--- src/rtl/ntt_arith_pkg.sv ---
// Shared arithmetic definitions for the NTT datapath blocks (modular adder, subtractor, multiplier).
package ntt_arith_pkg;
   localparam int COEF_WIDTH_DEF = 14;
   localparam int MODULUS_DEF    = 12289;
   localparam int WORD_SIZE_DEF  = 12;
   localparam int LATENCY_MIN    = 1;
   localparam int LATENCY_MAX    = 2;

   function automatic bit latency_is_legal(input int lat);
      return (lat == LATENCY_MIN) || (lat == LATENCY_MAX);
   endfunction

   // q = {mod_high, 0...0, 1}; callers truncate to their coefficient width
   function automatic logic [31:0] build_modulus(input logic [31:0] mod_high, input int word_size);
      return (mod_high << word_size) | 32'd1;
   endfunction
endpackage

--- src/rtl/modsub_pipe_check.sv ---
// Combinational recheck of a subtraction result: flags when (c + b) mod q differs from a.
module modadd_check
   import ntt_arith_pkg::*;
#(
   parameter int WIDTH = COEF_WIDTH_DEF
) (
   input  logic             valid,
   input  logic [WIDTH-1:0] a,
   input  logic [WIDTH-1:0] b,
   input  logic [WIDTH-1:0] c,
   input  logic [WIDTH-1:0] q,
   output logic             err
);
   logic [WIDTH:0]   sum_s;
   logic [WIDTH-1:0] red_s;

   // Single conditional subtract suffices because c and b are both below q
   always_comb begin
      sum_s = {1'b0, c} + {1'b0, b};
      if (sum_s >= {1'b0, q}) begin
         red_s = sum_s[WIDTH-1:0] - q;
      end else begin
         red_s = sum_s[WIDTH-1:0];
      end
      err = valid && (red_s != a);
   end
endmodule

--- src/rtl/modsub_pipe.sv ---
// Streaming modular subtractor c = (a - b) mod q with valid/ready flow control and inline self-check.
module modsub_pipe
   import ntt_arith_pkg::*;
#(
   parameter int WIDTH     = COEF_WIDTH_DEF,
   parameter int MODULUS   = MODULUS_DEF,
   parameter int WORD_SIZE = WORD_SIZE_DEF,
   parameter int LATENCY   = 2
) (
   input  logic                      clk,
   input  logic                      rst_n,
   input  logic [WIDTH-WORD_SIZE-1:0] mod_high,
   input  logic                      in_valid,
   output logic                      in_ready,
   input  logic [WIDTH-1:0]          in_a,
   input  logic [WIDTH-1:0]          in_b,
   input  logic                      fault_inj,
   output logic                      out_valid,
   input  logic                      out_ready,
   output logic [WIDTH-1:0]          out_c,
   output logic                      out_err
);
   logic [WIDTH-1:0] q_s;
   logic [WIDTH:0]   diff_s;
   logic [WIDTH-1:0] fault_s;
   logic             ready1_s;
   logic             ov_s;
   logic [WIDTH-1:0] oc_s;
   logic [WIDTH-1:0] oa_s;
   logic [WIDTH-1:0] ob_s;

   function automatic logic [WIDTH-1:0] borrow_fix(input logic [WIDTH:0] d, input logic [WIDTH-1:0] q);
      if (d[WIDTH]) begin
         return d[WIDTH-1:0] + q;
      end else begin
         return d[WIDTH-1:0];
      end
   endfunction

   // Modulus selection and the raw borrow-extended difference
   always_comb begin
      if (MODULUS != 0) begin
         q_s = WIDTH'(MODULUS);
      end else begin
         q_s = WIDTH'(build_modulus(32'(mod_high), WORD_SIZE));
      end
      diff_s  = {1'b0, in_a} - {1'b0, in_b};
      fault_s = {{(WIDTH-1){1'b0}}, fault_inj};
   end

   if (!latency_is_legal(LATENCY)) begin : g_bad_latency
      $error("modsub_pipe: LATENCY must be 1 or 2");
   end

   if (LATENCY == 2) begin : g_lat2
      logic             v1_r, v2_r, ready2_s;
      logic [WIDTH:0]   diff1_r;
      logic [WIDTH-1:0] a1_r, b1_r, c2_r, a2_r, b2_r;

      assign ready2_s = !v2_r || out_ready;
      assign ready1_s = !v1_r || ready2_s;

      // Stage 1 holds the raw difference; stage 2 applies the borrow correction
      always_ff @(posedge clk or negedge rst_n) begin
         if (!rst_n) begin
            v1_r    <= 1'b0;
            diff1_r <= '0;
            a1_r    <= '0;
            b1_r    <= '0;
            v2_r    <= 1'b0;
            c2_r    <= '0;
            a2_r    <= '0;
            b2_r    <= '0;
         end else begin
            if (ready1_s) begin
               v1_r <= in_valid;
               if (in_valid) begin
                  diff1_r <= diff_s;
                  a1_r    <= in_a;
                  b1_r    <= in_b;
               end
            end
            if (ready2_s) begin
               v2_r <= v1_r;
               if (v1_r) begin
                  c2_r <= borrow_fix(diff1_r, q_s) ^ fault_s;
                  a2_r <= a1_r;
                  b2_r <= b1_r;
               end
            end
         end
      end

      assign ov_s = v2_r;
      assign oc_s = c2_r;
      assign oa_s = a2_r;
      assign ob_s = b2_r;
   end else begin : g_lat1
      logic             v1_r;
      logic [WIDTH-1:0] c1_r, a1_r, b1_r;

      assign ready1_s = !v1_r || out_ready;

      // Single stage: subtract, correct and register in one step
      always_ff @(posedge clk or negedge rst_n) begin
         if (!rst_n) begin
            v1_r <= 1'b0;
            c1_r <= '0;
            a1_r <= '0;
            b1_r <= '0;
         end else if (ready1_s) begin
            v1_r <= in_valid;
            if (in_valid) begin
               c1_r <= borrow_fix(diff_s, q_s) ^ fault_s;
               a1_r <= in_a;
               b1_r <= in_b;
            end
         end
      end

      assign ov_s = v1_r;
      assign oc_s = c1_r;
      assign oa_s = a1_r;
      assign ob_s = b1_r;
   end

   modadd_check #(.WIDTH(WIDTH)) u_check (
      .valid (ov_s),
      .a     (oa_s),
      .b     (ob_s),
      .c     (oc_s),
      .q     (q_s),
      .err   (out_err)
   );

   assign in_ready  = ready1_s;
   assign out_valid = ov_s;
   assign out_c     = oc_s;
endmodule

--- config.mk ---
export PLATFORM = sky130hd
export DESIGN_NAME = modsub_pipe
export DESIGN_NICKNAME = d
export VERILOG_FILES = /design/src/rtl/ntt_arith_pkg.sv /design/src/rtl/modsub_pipe_check.sv /design/src/rtl/modsub_pipe.sv
export SDC_FILE = /design/constraint.sdc
export NUM_CORES = 1
export LEC_CHECK = 0
export CORE_MARGIN = 2
export CORE_UTILIZATION = 58
export CTS_BUF_LIST = sky130_fd_sc_hd__clkbuf_16
export DETAILED_ROUTE_END_ITERATION = 7
export GPL_ROUTABILITY_DRIVEN = 0
export PLACE_DENSITY = 0.77
export SYNTH_ARGS = -nofsm -noshare
export SYNTH_HDL_FRONTEND = slang
export SYNTH_SLANG_ARGS = --single-unit
--- constraint.sdc ---
create_clock -name clk -period 6.4 [get_ports clk]
set_input_delay 1.28 -clock clk [delete_from_list [all_inputs] [get_ports clk]]
set_output_delay 1.28 -clock clk [all_outputs]
set_load 0.02 [all_outputs]
Yosys cells after proc, flatten, opt, wreduce, memory -nomap -nowiden
Cells that the tools add are included.
W data, S select, Z words.
- bitwise operators: 1
- magnitude comparators: 1
- mux-type cells: 4
- reduce and logical (&&, ||, !) cells: 7
- add/subtract/negate cells: 4
- eq/ne operators: 1
- operator list (operator ; number):
    $mux W14 ; 4
    $add A14 B14 Y15 ; 1
    $ge A15 B14 Y1 const B ; 1
    $sub A14 B14 Y15 ; 1
    $add A14 B14 Y14 const B ; 1
    $ne A14 B14 Y1 ; 1
    $sub A14 B14 Y14 const B ; 1
    $xor A14 B1 Y14 ; 1
    $reduce_and A2 Y1 ; 2
    $logic_not A1 Y1 ; 2
    $logic_or A1 B1 Y1 ; 2
    $logic_and A1 B1 Y1 ; 1
- bits in registers: 87
- logic and storage cells: 26
- output and inout port bits: 17
- bits of input ports: 35

Logic depth before layout (Yosys ltp)
Gate-level depths: netlist of the first run.
- depth after elaboration: 5
- depth in mapped cells: 15
- depth with buffers taken out: 14

Cells and area by module
Synthesis of the first run repeated with hierarchy kept, for this count alone.
- cells, all modules: 642
- area, all modules: 5898.2 µm²
- modules (own cells, without submodules) (module ; times used ; cells each ; area an instance (µm²)):
    modsub_pipe ; 1 ; 411 ; 4195.3
    modadd_check ; 1 ; 231 ; 1702.9

Worst setup path after synthesis of the first run
Ideal clock, no wire load.
- path type: reg-to-output
- from: reg g_lat2.c2_r[0] (netlist: out_c[0])
- to: out out_err
- required time: 5.120 ns
- data arrival time: 3.892 ns
- buffers on the path: 0
- stages on the path, launching flop included: 15
- setup slack: 1.228 ns
- cells stage by stage: dfrtp_1 ha_1 inv_1 fa_1 nor2b_4 o21ai_1 mux2i_1 o221a_1 a2111o_1 or4_4 o21bai_1 xor2_1 a2111oi_0 a31oi_1 o41a_1
- cells in the longest elaborated chain, start to end: 5
- elaborated cells between the ends (all ways): 6
- classes of those cells: add/sub: 2; order compare: 1; eq/ne: 1; mux: 1; reduce/logical: 1
- ends and longest elaborated chain (item ; line ; text):
    start, declared ; modsub_pipe.sv:58 ; logic [WIDTH-1:0] a1_r, b1_r, c2_r, a2_r, b2_r;
    start signal, assigned ; modsub_pipe.sv:86 ; c2_r <= borrow_fix(diff1_r, q_s) ^ fault_s;
    $add A14 B14 Y15 * ; modsub_pipe_check.sv:19 ; sum_s = {1'b0, c} + {1'b0, b};
    $sub A14 B14 Y14 or $ge A15 B14 Y1 (tied branches) ; modsub_pipe_check.sv:21, modsub_pipe_check.sv:20 ;
    $mux W14 * ; modsub_pipe_check.sv:20 ; if (sum_s >= {1'b0, q}) begin
    $ne A14 B14 Y1 * ; modsub_pipe_check.sv:25 ; err = valid && (red_s != a);
    $logic_and A1 B1 Y1 * ; modsub_pipe_check.sv:25 ;
    end, declared ; modsub_pipe.sv:21 ; output logic out_err
Every way passes the cells marked *; elsewhere a longest branch is shown, timed or not.

Final worst setup path of the first run
Same ends and word-level chain as after synthesis.

==> results.sh, run 1 <==
export IMPL_detailroute_via_count=4330
export IMPL_route_antenna_remaining_nets=0
export IMPL_hold_path_depth=2
export IMPL_fp_dieArea_um2=10000
export IMPL_drive_gt1_frac=0.0965
export IMPL_clk_path_buf_depth=2
export IMPL_placed_cells=718
export IMPL_p_leak_uw=0.00279
export IMPL_areaGrowthSynthToFinish_pct=15.4
export IMPL_io_buffer_count=49
export IMPL_placement_rows=35
export IMPL_detail_route_iter0_violations=219
export IMPL_timing_setup_critical_path_class="reg -> out"
export IMPL_syn_num_nets=645
export IMPL_top_usage_layer="met2"
export IMPL_grt_setup_unrepaired="false"
export IMPL_yosys_warnings=0
export IMPL_boundaryPins=52
export IMPL_clock_tree_from_tritoncts="done"
export IMPL_cts_hold_buffers_added=0
export IMPL_final_hold_viol_count=0
export IMPL_antenna_diode_count=0
export IMPL_drt_vias_per_instance=5.91
export IMPL_clk_insertion_delay_late_ps=330
export IMPL_start_util=0.588
export IMPL_critPathTopFamily="compound AO/OA/AOI/OAI gates"
export IMPL_grt_start_max_net_pins=88
export IMPL_drt_pre_antenna_iters=6
export IMPL_drt_total_wl_um=12000
export IMPL_post_place_ws_ps=609
export IMPL_syn_area_per_cell_um2=9.29
export IMPL_clock_sink_count=87
export IMPL_fin_skew_ps=7.86
export IMPL_slew_headroom=0.178
export IMPL_mostFrequentLayoutCells="sky130_fd_sc_hd__nand2_1, sky130_fd_sc_hd__dfrtp_1, sky130_fd_sc_hd__o21ai_0, sky130_fd_sc_hd__clkdlybuf4s50_1, sky130_fd_sc_hd__inv_1"
export IMPL_critical_path_max_fanout=5
export IMPL_power_per_cell_area_nw_per_um2=397
export IMPL_globalRouteMet1Util=0.370
export IMPL_tightest_slew_ps=1230
export IMPL_critical_path_startpoint_type="flop"
export IMPL_worst_r2r_cell_count=5
export IMPL_cts_clk_slew_worst_paths_ps=60
export IMPL_grt_pass1_wl_um=20500
export IMPL_post_route_min_period_ps=6200
export IMPL_synth_seq_cells=87
export IMPL_timing_critical_path_cells="ha_1 > inv_1 > fa_1 > nor2b_4 > o21ai_1 > mux2i_1 > o221a_1 > a2111o_1 > or4_4 > o21bai_1 > xor2_1 > a2111oi_0 > a31oi_1 > o41a_1 > clkdlybuf4s50_1"
export IMPL_layout_setup_ws_ps=199
export IMPL_crit_required_ps=5120
export IMPL_cts_setup_buffers=0
export IMPL_ys_flop_type="sky130_fd_sc_hd__dfrtp_1"
export IMPL_fillers=697
export IMPL_htree_levels=3
export IMPL_post_route_period_util=0.969
export IMPL_critical_path_n_buffers_inverters=2
export IMPL_ctsRootBufferMaster="sky130_fd_sc_hd__clkbuf_16"
export IMPL_fraction_of_registers_with_async_set_reset=1.00
export IMPL_synth_edf_count=0
export IMPL_final_setup_viol_count=0
export IMPL_grt_overflow_total=0
export IMPL_fin_setup_tns_ps=0
export IMPL_maxCapViolCount=0
export IMPL_grt_total_usage=0.259
export IMPL_worst_path_max_delay_cell="sky130_fd_sc_hd__clkdlybuf4s50_1"
export IMPL_arrival_ps=4920
export IMPL_final_cell_count_no_fill=733
export IMPL_capturing_element_type_of_the_critical_path="output pin"
export IMPL_tritoncts_num_buffers=9
export IMPL_slew_violations=0
export IMPL_critical_path_max_stage_delay_ps=540
export IMPL_number_of_global_route_vias_before_repair=4172
export IMPL_hold_start="g_lat2.a1_r[9]"
export IMPL_drt_wirelength_per_cell_um=16.4
export IMPL_drc=0
export IMPL_die_h_um=100
export IMPL_gr_usage_met2=0.419
export IMPL_number_of_standard_cells_after_synthesis=577
export IMPL_fp_dieW_um=100
export IMPL_seq_area_frac_synth=0.406
export IMPL_use_met3=0.0341
export IMPL_clock_fmax_ghz=0.161
export IMPL_setup_reg_to_reg_worst_slack_ps=4110
export IMPL_status="completed"
export IMPL_mostFrequentLayoutCell="sky130_fd_sc_hd__nand2_1"
export IMPL_holdPathEnd="g_lat2.a1_r[9]"
export IMPL_reg2reg_from="out_valid"
export IMPL_finalPower_uw=2460
export IMPL_fp_coreArea_um2=9110
export IMPL_cts_resized=0
export IMPL_initial_antenna_violation_count=0
export IMPL_ir_worst_vdd_v=0.000163
export IMPL_post_route_util=0.679
export IMPL_dpl_hpwl_um=9030
export IMPL_min_delay_path_class="reg -> reg"
export IMPL_number_of_unique_standard_cell_types_used_by_synthesis=65
export IMPL_final_nets=686
export IMPL_crit_reg2reg_capture="g_lat2.diff1_r[13]"
export IMPL_synth_area_um2=5360
## worst max-delay path by stage
| stage | from | end | cells past startpoint |
|---|---|---|---|
| floorplan | out_c[0] | out_err | 14 |
| detailed placement | out_c[0] | out_err | 15 |
| CTS | out_c[0] | out_err | 15 |
| global route | out_c[0] | out_err | 15 |
| global placement | out_c[4] | out_err | 13 |
| finish | out_c[0] | out_err | 15 |
## through the flow
step | area (um2) | hold WS, ps
5_1_grt | 6180 | 496
4_1_cts | 6180 | 475
3_3_place_gp | 5900 | 458
6_report | 6180 | 475
3_5_place_dp | 5900 | 461
2_1_floorplan | 5360 | 442
## worst register-to-register path: cells and delay by family (launching register included)
kind / cells / cell delay, ps
and+or+nand+nor: 4 / 1380
DFF: 1 / 450
AOI/OAI and AO/OA: 1 / 320
## cell families after synthesis
| family | Yosys count | share of synthesized area |
|---|---|---|
| muxes | 34 | 0.0710 |
| and+or+nand+nor | 198 | 0.175 |
| adders and majority gates | 33 | 0.0799 |
| buffers and inverters | 54 | 0.0420 |
| xor gates and xnor gates | 44 | 0.0747 |
| AOI/OAI and AO/OA | 127 | 0.151 |
| DFF | 87 | 0.406 |
## synthesized netlist by cell type, drive strengths merged (8+ instances only)
| cell type | number | area share |
|---|---|---|
| a21oi | 17 | 0.016 |
| ha | 31 | 0.072 |
| nand2 | 104 | 0.073 |
| xor2 | 21 | 0.034 |
| nor2 | 30 | 0.021 |
| inv | 33 | 0.023 |
| xnor2 | 23 | 0.040 |
| o21ai | 59 | 0.057 |
| clkbuf | 13 | 0.0091 |
| and3 | 9 | 0.011 |
| dfrtp | 87 | 0.41 |
| o31ai | 9 | 0.013 |
| buf | 8 | 0.0098 |
| mux2 | 29 | 0.062 |
## power breakdown
part           switching, uW  internal, uW  leakage (uW)
Sequential               115           664       0.00106
Combinational            653           527       0.00159
Clock                    202           295      0.000138
Total                    970          1490       0.00279
## state kept, by name, indices dropped and copies added, names as in the netlist
signal,cells
g_lat2.a1_r,14
g_lat2.b1_r,14
g_lat2.b2_r,14
g_lat2.v1_r,1
g_lat2.diff1_r,15
g_lat2.a2_r,14
out_c,14
out_valid,1
## per-layer routing
metal,wire [um],vias to the layer above
met3,494,15
li1,-,2078
met1,5550,2114
met4,187,0
met2,5790,123
met5,0,-
## area by class of cell
class / instances / area [um2] / share of cell area
Clock buffer: 9 / 225 / 0.0364
Timing Repair Buffer: 51 / 503 / 0.0813
Tap cell: 111 / 139 / 0.0225
Clock inverter: 6 / 53.8 / 0.00870
Inverter: 33 / 124 / 0.0200
Sequential cell: 87 / 2180 / 0.352
Multi-Input combinational cell: 436 / 2960 / 0.479
Power figures use the tool's default switching activity.
==> inputs of run 2 (changes only) <==
--- a/config.mk
+++ b/config.mk
@@ -10,6 +10,7 @@
 export CTS_BUF_LIST = sky130_fd_sc_hd__clkbuf_16
 export DETAILED_ROUTE_END_ITERATION = 7
 export GPL_ROUTABILITY_DRIVEN = 0
+export MAX_ROUTING_LAYER = met4
 export PLACE_DENSITY = 0.77
 export SYNTH_ARGS = -nofsm -noshare
 export SYNTH_HDL_FRONTEND = slang
==> run 2 against run 1 <==
Compared with the run above: fmax hardly changed; largest cell class unchanged; via count down 0.74%; count of clock-buffer cells in the layout did not move; register-to-register slack barely moved; clock power about the same; utilization is the same; critical endpoint unchanged.
==> results.sh, run 2 (synthesized netlist as in run 1, its figures left out) <==
export IMPL_route_layer_met1_wl_um=5740
export IMPL_final_cell_area_um2=6180
export IMPL_top_register="g_lat2.diff1_r"
export IMPL_highest_signal_layer="met4"
export IMPL_clk_path_buf_depth=2
export IMPL_detailroute_via_count=4298
export IMPL_fin_skew_ps=8.60
export IMPL_grt_total_usage=0.267
export IMPL_clock_tree_from_tritoncts="done"
export IMPL_crit_required_ps=5120
export IMPL_critical_path_max_fanout=5
export IMPL_capturing_element_type_of_the_critical_path="output pin"
export IMPL_drt_wirelength_per_cell_um=16.4
export IMPL_mostFrequentLayoutCells="sky130_fd_sc_hd__nand2_1, sky130_fd_sc_hd__dfrtp_1, sky130_fd_sc_hd__o21ai_0, sky130_fd_sc_hd__clkdlybuf4s50_1, sky130_fd_sc_hd__inv_1"
export IMPL_post_route_min_period_ps=6210
export IMPL_number_of_global_route_vias_before_repair=4177
export IMPL_fin_setup_tns_ps=0
export IMPL_critPathTopFamily="compound AO/OA/AOI/OAI gates"
export IMPL_fp_dieArea_um2=10000
export IMPL_largest_register_ff_count=15
export IMPL_grt_setup_unrepaired="false"
export IMPL_drt_pre_antenna_iters=5
export IMPL_final_hold_viol_count=0
export IMPL_mostFrequentLayoutCell="sky130_fd_sc_hd__nand2_1"
export IMPL_initial_antenna_violation_count=0
export IMPL_start_util=0.588
export IMPL_reg2reg_from="out_valid"
export IMPL_tritoncts_num_buffers=9
export IMPL_post_route_period_util=0.970
export IMPL_grt_start_max_net_pins=88
export IMPL_grt_overflow_total=0
export IMPL_timing_setup_critical_path_class="reg -> out"
export IMPL_grt_pass1_wl_um=20500
export IMPL_min_delay_path_class="reg -> reg"
export IMPL_drt_total_wl_um=12100
export IMPL_worst_path_max_delay_cell="sky130_fd_sc_hd__clkdlybuf4s50_1"
export IMPL_crit_path_start="out_c[0]"
export IMPL_cts_resized=0
export IMPL_worst_r2r_cell_count=5
export IMPL_critical_path_max_stage_delay_ps=540
export IMPL_clk_insertion_delay_late_ps=330
export IMPL_drc=0
export IMPL_htree_levels=3
export IMPL_maxCapViolCount=0
export IMPL_slew_headroom=0.172
export IMPL_boundaryPins=52
export IMPL_met3_wirelength_um=338
export IMPL_setup_reg_to_reg_worst_slack_ps=4110
export IMPL_antenna_diode_count=0
export IMPL_status="completed"
export IMPL_tightest_slew_ps=1240
export IMPL_crit_cells=15
export IMPL_p_leak_uw=0.00279
export IMPL_crit_reg2reg_capture="g_lat2.diff1_r[13]"
export IMPL_cts_setup_buffers=0
export IMPL_ir_worst_vdd_v=0.000163
export IMPL_ctsRootBufferMaster="sky130_fd_sc_hd__clkbuf_16"
export IMPL_io_buffer_count=49
export IMPL_fp_dieW_um=100
export IMPL_drive_gt1_frac=0.0965
export IMPL_placement_rows=35
export IMPL_arrival_ps=4930
export IMPL_dpl_instance_area_um2=5900
export IMPL_detail_route_iter0_violations=219
export IMPL_dpl_hpwl_um=9030
export IMPL_areaGrowthSynthToFinish_pct=15.4
export IMPL_drt_vias_per_instance=5.86
export IMPL_met2WireLength_um=5780
export IMPL_cts_hold_buffers_added=0
export IMPL_cts_clk_slew_worst_paths_ps=60
export IMPL_final_setup_viol_count=0
export IMPL_power_per_cell_area_nw_per_um2=398
export IMPL_final_nets=686
export IMPL_clock_sink_count=87
export IMPL_critical_path_startpoint_type="flop"
export IMPL_die_h_um=100
export IMPL_timing_critical_path_cells="ha_1 > inv_1 > fa_1 > nor2b_4 > o21ai_1 > mux2i_1 > o221a_1 > a2111o_1 > or4_4 > o21bai_1 > xor2_1 > a2111oi_0 > a31oi_1 > o41a_1 > clkdlybuf4s50_1"
export IMPL_fp_coreArea_um2=9110
export IMPL_slew_violations=0
export IMPL_clock_fmax_ghz=0.161
export IMPL_route_antenna_remaining_nets=0
export IMPL_critical_path_n_buffers_inverters=2
export IMPL_endpoint="out_err"
-- run 2: cell counts in the layout (fill, tap and decap cells not counted) --
Identical to the previous run, type by type.
-- run 2: cell type report --
type	count	area (um2)
Clock buffer	9	225
Clock inverter	6	53.8
Fill cell	697	2930
Inverter	33	124
Multi-Input combinational cell	436	2960
Sequential cell	87	2180
Tap cell	111	139
Timing Repair Buffer	51	503
-- run 2: worst min-delay path by stage --
stage | cells past startpoint | to | startpoint
floorplan | 2 | g_lat2.a1_r[10] | g_lat2.a1_r[10]
CTS | 2 | g_lat2.a1_r[9] | g_lat2.a1_r[9]
finish | 2 | g_lat2.a1_r[7] | g_lat2.a1_r[7]
global route | 2 | g_lat2.a1_r[7] | g_lat2.a1_r[7]
detailed placement | 2 | g_lat2.a1_r[9] | g_lat2.a1_r[9]
global placement | 2 | g_lat2.b1_r[2] | g_lat2.b1_r[2]
-- run 2: worst reg2reg max path, delay by kind of cell, from the launching register on --
kind,cells,cell delay [ps]
compound gates,1,320
flops,1,450
simple gates,4,1380
-- run 2: routing by layer --
| metal | global-route usage | vias to the layer above |
|---|---|---|
| li1 | - | 2082 |
| met3 | 0.0334 | 17 |
| met5 | - | - |
| met2 | 0.418 | 90 |
| met4 | 0.0738 | 0 |
| met1 | 0.372 | 2109 |
-- run 2: stage by stage --
| stage | instances | worst slack [ps] | util | hold WS, ps | total power (uW) |
|---|---|---|---|---|---|
| 3_3_place_gp | 718 | 682 | 0.648 | 458 | 1900 |
| 6_report | 733 | 194 | 0.679 | 475 | 2460 |
| 5_1_grt | 733 | 2.58 | 0.679 | 496 | 2630 |
| 2_1_floorplan | 577 | 1230 | - | 442 | 1650 |
| 4_1_cts | 733 | 193 | 0.679 | 475 | 2450 |
| 3_5_place_dp | 718 | 609 | 0.648 | 461 | 1950 |
-- run 2: power by group --
group / switching, uW / total, uW / internal (uW)
Combinational: 654 / 1180 / 527
Clock: 203 / 499 / 295
Sequential: 114 / 778 / 664
Total: 972 / 2460 / 1490
